File: src/rtl/i2c_pkg.sv
// Shared state type and bus constants for the single-transaction I2C master.
package i2c_pkg;

    localparam logic I2C_ACK    = 1'b0;
    localparam logic I2C_NACK   = 1'b1;
    localparam int   I2C_ADDR_W = 7;
    localparam int   I2C_DATA_W = 8;

    typedef enum logic [2:0] {
        S_IDLE,
        S_START,
        S_ADDR,
        S_ACK_A,
        S_DATA,
        S_ACK_D,
        S_STOP,
        S_DONE
    } i2c_mst_state_e;

endpackage

File: src/rtl/i2c_qtr_tick.sv
// Quarter-period timebase: divides clk by CLK_DIV and tracks the quarter index
// within an SCL bit slot. A held counter freezes time for clock stretching.
module i2c_qtr_tick #(
    parameter int CLK_DIV = 4
) (
    input  logic       clk,
    input  logic       rst,
    input  logic       i_run,
    input  logic       i_hold,
    output logic       o_tick,
    output logic [1:0] o_qtr
);

    logic [7:0] r_count;
    logic [1:0] r_qtr;
    logic       w_wrap;

    assign w_wrap = (r_count == 8'(CLK_DIV - 1));
    assign o_tick = i_run && !i_hold && w_wrap;
    assign o_qtr  = r_qtr;

    // Idle periods keep the timebase cleared so every transaction starts at Q0.
    always_ff @(posedge clk) begin
        if (rst || !i_run) begin
            r_count <= '0;
            r_qtr   <= '0;
        end else if (o_tick) begin
            r_count <= '0;
            r_qtr   <= r_qtr + 2'd1;
        end else if (!i_hold) begin
            r_count <= r_count + 8'd1;
        end
    end

endmodule

File: src/rtl/i2c_master_seq.sv
// Single-transaction I2C master: START, address+R/W, ACK, one data byte,
// ACK/NACK, STOP, then a one-cycle response with read data and error flag.
module i2c_master_seq
    import i2c_pkg::*;
#(
    parameter int CLK_DIV = 4
) (
    input  logic                  clk,
    input  logic                  rst,
    input  logic                  cmd_valid,
    output logic                  cmd_ready,
    input  logic [I2C_ADDR_W-1:0] cmd_addr,
    input  logic                  cmd_rw,
    input  logic [I2C_DATA_W-1:0] cmd_wdata,
    output logic                  rsp_valid,
    output logic [I2C_DATA_W-1:0] rsp_rdata,
    output logic                  rsp_err,
    output logic                  busy,
    output logic                  scl_oe,
    output logic                  sda_oe,
    input  logic                  scl_i,
    input  logic                  sda_i
);

    i2c_mst_state_e        r_state;
    logic                  r_scl_oe;
    logic                  r_sda_oe;
    logic                  r_rsp_valid;
    logic [I2C_DATA_W-1:0] r_rsp_rdata;
    logic                  r_rsp_err;
    logic [7:0]            r_shift;
    logic [I2C_DATA_W-1:0] r_wdata;
    logic [I2C_DATA_W-1:0] r_rx;
    logic                  r_rw;
    logic                  r_err;
    logic [2:0]            r_bit;

    logic                  w_run;
    logic                  w_hold;
    logic                  w_tick;
    logic [1:0]            w_qtr;

    assign cmd_ready = (r_state == S_IDLE);
    assign busy      = ~cmd_ready;
    assign scl_oe    = r_scl_oe;
    assign sda_oe    = r_sda_oe;
    assign rsp_valid = r_rsp_valid;
    assign rsp_rdata = r_rsp_rdata;
    assign rsp_err   = r_rsp_err;

    assign w_run  = (r_state != S_IDLE) && (r_state != S_DONE);
    assign w_hold = (w_qtr == 2'd2) && !scl_i;

    i2c_qtr_tick #(.CLK_DIV(CLK_DIV)) u_tick (
        .clk    (clk),
        .rst    (rst),
        .i_run  (w_run),
        .i_hold (w_hold),
        .o_tick (w_tick),
        .o_qtr  (w_qtr)
    );

    // Each tick moves into the next quarter; w_qtr is the quarter now ending,
    // so the bus outputs are set for the quarter being entered.
    always_ff @(posedge clk) begin
        if (rst) begin
            r_state     <= S_IDLE;
            r_scl_oe    <= 1'b0;
            r_sda_oe    <= 1'b0;
            r_rsp_valid <= 1'b0;
            r_rsp_rdata <= '0;
            r_rsp_err   <= 1'b0;
            r_shift     <= '0;
            r_wdata     <= '0;
            r_rx        <= '0;
            r_rw        <= 1'b0;
            r_err       <= 1'b0;
            r_bit       <= '0;
        end else begin
            r_rsp_valid <= 1'b0;
            case (r_state)
                S_IDLE: begin
                    if (cmd_valid) begin
                        r_state <= S_START;
                        r_shift <= {cmd_addr, cmd_rw};
                        r_wdata <= cmd_wdata;
                        r_rw    <= cmd_rw;
                        r_rx    <= '0;
                        r_err   <= 1'b0;
                        r_bit   <= '0;
                    end
                end
                S_DONE: r_state <= S_IDLE;
                default: begin
                    if (w_tick) begin
                        case (w_qtr)
                            2'd0: begin
                                if (r_state == S_START) r_sda_oe <= 1'b1;
                            end
                            2'd1: r_scl_oe <= 1'b0;
                            2'd2: begin
                                if (r_state == S_STOP) r_sda_oe <= 1'b0;
                                if ((r_state == S_ACK_A || (r_state == S_ACK_D && !r_rw))
                                    && sda_i != I2C_ACK)
                                    r_err <= 1'b1;
                                if (r_state == S_DATA && r_rw) r_rx <= {r_rx[6:0], sda_i};
                            end
                            default: begin
                                r_scl_oe <= 1'b1;
                                case (r_state)
                                    S_START: begin
                                        r_state  <= S_ADDR;
                                        r_sda_oe <= ~r_shift[7];
                                    end
                                    S_ADDR: begin
                                        r_bit <= r_bit + 3'd1;
                                        if (r_bit == 3'd7) begin
                                            r_state  <= S_ACK_A;
                                            r_sda_oe <= 1'b0;
                                        end else begin
                                            r_shift  <= {r_shift[6:0], 1'b0};
                                            r_sda_oe <= ~r_shift[6];
                                        end
                                    end
                                    S_ACK_A: begin
                                        if (r_err) begin
                                            r_state  <= S_STOP;
                                            r_sda_oe <= 1'b1;
                                        end else begin
                                            r_state  <= S_DATA;
                                            r_shift  <= r_wdata;
                                            r_sda_oe <= !r_rw && !r_wdata[7];
                                        end
                                    end
                                    S_DATA: begin
                                        r_bit <= r_bit + 3'd1;
                                        if (r_bit == 3'd7) begin
                                            // Released SDA: the slave ACKs a write, the master NACKs a read.
                                            r_state  <= S_ACK_D;
                                            r_sda_oe <= ~I2C_NACK;
                                        end else begin
                                            r_shift  <= {r_shift[6:0], 1'b0};
                                            r_sda_oe <= !r_rw && !r_shift[6];
                                        end
                                    end
                                    S_ACK_D: begin
                                        r_state  <= S_STOP;
                                        r_sda_oe <= 1'b1;
                                    end
                                    S_STOP: begin
                                        r_state     <= S_DONE;
                                        r_scl_oe    <= 1'b0;
                                        r_rsp_valid <= 1'b1;
                                        r_rsp_err   <= r_err;
                                        r_rsp_rdata <= (r_rw && !r_err) ? r_rx : '0;
                                    end
                                    default: r_state <= S_IDLE;
                                endcase
                            end
                        endcase
                    end
                end
            endcase
        end
    end

endmodule

File: config.mk
export PLATFORM = sky130hd
export DESIGN_NAME = i2c_master_seq
export DESIGN_NICKNAME = d
export VERILOG_FILES = /design/src/rtl/i2c_pkg.sv /design/src/rtl/i2c_qtr_tick.sv /design/src/rtl/i2c_master_seq.sv
export SDC_FILE = /design/constraint.sdc
export NUM_CORES = 1
export LEC_CHECK = 0
export ABC_AREA = 1
export CORE_MARGIN = 2
export CORE_UTILIZATION = 25
export CTS_BUF_LIST = sky130_fd_sc_hd__clkbuf_16
export CTS_CLUSTER_DIAMETER = 200
export DETAILED_ROUTE_END_ITERATION = 6
export SLEW_MARGIN = 20
export SYNTH_ARGS = -nofsm -noshare
export SYNTH_HDL_FRONTEND = slang
export SYNTH_SLANG_ARGS = --single-unit
File: constraint.sdc
create_clock -name clk -period 2.15 [get_ports clk]
set_input_delay 0.5375 -clock clk [delete_from_list [all_inputs] [get_ports clk]]
set_output_delay 0.5375 -clock clk [all_outputs]
set_load 0.02 [all_outputs]
==> flow_summary.yaml <==
status:
  status: "completed"
placement:
  dpl.hpwl_um: 4920
  preCtsSetupSlack_ns: -0.00107
  portBuffers: 34
  gp_congestion: 0.767
logic_synthesis:
  synth_area_um2: 2840
  yosysUniqueCellTypes: 27
  synth_area_leaders: "dfxtp_1 38%, nand2_1 16%, nor2_1 9.1%"
  syn_nets: 473
  ys_ff_latch: 54
  ys_warn_count: 0
  yosysTopAreaCell: "dfxtp_1"
  synth_top_family_by_area: "simple AND/OR/NAND/NOR gates"
  synth_mux_area_share_pct: 0
  synth_compound_area_share_pct: 10.5
  synth_xor_area_share_pct: 0.308
  synth_top_area_share_pct: 38.1
  synth-simple-area-share_pct: 36.2
  synth.avg_cell_area_um2: 6.38
  syn_inst: 445
  yosys.area_share.adder_pct: 3.08
  synth-seq-area-share_pct: 38.1
final_layout:
  final_nets: 521
  fill_cells: 1164
  diodes: 0
  areaGrowthSynthToFinish_pct: 26.3
  drive_above_1_share_pct: 8.10
power_and_ir_drop:
  p_sw_mw: 1.94
  vdd_ir_drop_max_mv: 0.468
  p_leak_nw: 1.61
  pwr-share-comb_pct: 50.3
  cell_internal_pwr_mw: 2.52
  seqPwrFrac_pct: 31.2
  clkPwrFrac_pct: 18.5
  p_sw_share_pct: 43.5
  power_density_nw_per_um2: 1240
detailed_routing:
  dr.pass1.iters: 4
  wl_um: 6470
  wire_per_inst_um: 10.2
  dr.first_iter.drc_count: 144
  postRouteAntennaNets: 0
  drc: 0
  vias_per_cell: 4.34
  vias: 2753
global_route:
  antenna_found_initial: 0
  grt_max_degree: 36
  grt.overflow.total: 0
  grt_use_total_pct: 11.0
  grt_pass1_wl_um: 11600
  first_global_vias: 2589
sta:
  worst-slew-pin-transition_ns: 0.444
  fmax_mhz: 512
  finClkSkew_ns: 0.00561
  hold_viol_final: 0
  worst_slack_ns: 0.198
  fin_crit_sh_pct: 90.8
  relSlewSlack_pct: 70.3
  slew_violations: 0
  setup_violations: 0
  hold_slack_ns: 0.448
  rsz0062_at_grt: "no"
  min_period_ns: 1.95
floorplanning:
  start_util_pct: 25.9
  coreArea_um2: 11000
  die_width_um: 111
  die_y_um: 111
  rows: 38
  design.portCount: 35
  dieArea_um2: 12200
clocking:
  cts_inserted_buffers: 5
  path_clk_slew_ns: 0.07
  cts_tree: "done"
  clk_latency_ns: 0.29
  cts_hold_buf: 0
  cts_sinks: 54
  htree_num_levels: 2
  cts_root_buf: "clkbuf_16"
  cts_buffer_depth: 2
worst_hold_path:
  hp-class: "register to register"
worst_setup_path:
  arrival_ns: 1.41
  end_kind: "output pin"
  crit_type: "register to output pin"
  cp_max_fo: 7
  startpoint_type: "register"
  critPathRequiredTime_ns: 1.61
flow_run:
  max-cap-violations: 0
## placed cells by master, fill, tap and decap left out, types with 2 or more instances in the layout
master           instances
nand2_1                123
nor2_1                  69
inv_1                   65
dfxtp_1                 54
a21oi_1                 39
clkdlybuf4s50_1         32
nand3_1                 26
o21ai_0                 19
buf_4                   18
nand4_1                 13
ha_1                     7
clkbuf_16                5
inv_2                    3
nand2_4                  3
nand2_2                  2
dlygate4sd2_1            2
## per-layer routing
metal  vias to the layer above  track usage (%)  wire [um]  part of all wire (%)
li1                       1478                -          -                     -
met1                      1205             14.4       3120                    48
met2                        66             18.5       3000                    46
met3                         4             1.70        284                   4.4
met4                         0             3.33         57                  0.88
met5                         -                0          0                     0
## path summary, 6_finish.rpt
kind | end | depth (start not counted) | startpoint | slack [ns]
hold reg to reg | rsp_rdata[5] | 2 | rsp_rdata[5] | 0.45
setup reg to reg | u_tick.r_count[0] | 9 | r_state[2] | 0.31
hold / removal | rsp_rdata[5] | 2 | rsp_rdata[5] | 0.45
setup / recovery | cmd_ready | 4 | r_state[1] | 0.20
## synth_stat cells, drive strengths merged
master,n
or2,1
nor3b,1
nor4,1
nor2,71
ha,7
nand4,13
clkbuf,3
nand2,128
nand3,27
dfxtp,54
nand3b,1
clkinv,1
buf,9
o21ai,20
xor2,1
inv,68
a21oi,39
## flip-flops by register name, summed over array words and instances, names as in the netlist, 2 cells and up
register / flops
r_wdata: 8
u_tick.o_qtr: 2
u_tick.r_count: 8
r_rx: 8
rsp_rdata: 8
r_shift: 8
r_bit: 3
r_state: 3
## timing repair
action	CTS	global route
resized for setup	2	1
buffers inserted	0	0
endpoints found under the setup margin	2	2
## cell families after synthesis
group,Yosys count
compound gates,59
xor+xnor,1
simple gates,243
buf+inv,81
flops,54
fa+ha+maj,7
## area by class of cell
class	instances	area (um2)	area share, %
clock buffer	5	125	3.49
sequential	54	1080	30.1
inverter	69	259	7.22
clock inverter	3	25.0	0.698
timing repair buffer	53	493	13.7
tap	140	175	4.88
multi-input combinational	310	1430	39.8
## per-stage QoR
step                power (mW)  cell area [um2]  instances  TNS [ns]  util, %
CTS                       4.50             3580        634         0     32.6
detailed placement        3.68             3430        626  -0.00107     31.3
floorplan                 3.03             2840        445         0        -
global placement          3.65             3430        626         0     31.3
finish                    4.46             3590        634         0     32.7
global route              4.92             3590        634         0     32.7
## power groups by stage
stage / logic [mW] / registers (mW) / clock network (mW)
final: 2.24 / 1.39 / 0.823
after detailed placement: 2.26 / 1.41 / 0
after global placement: 2.24 / 1.40 / 0
after floorplan: 1.67 / 1.36 / 0
after global routing: 2.61 / 1.42 / 0.887
after CTS: 2.26 / 1.39 / 0.844
## worst max-delay path: stages (launching register included)
cell and delay (ns):
dfxtp_1 0.40, nor2_4 0.18, nand2_4 0.11, inv_1 0.10, dlygate4sd2_1 0.34
No activity file was read; power rests on OpenSTA's default activity.
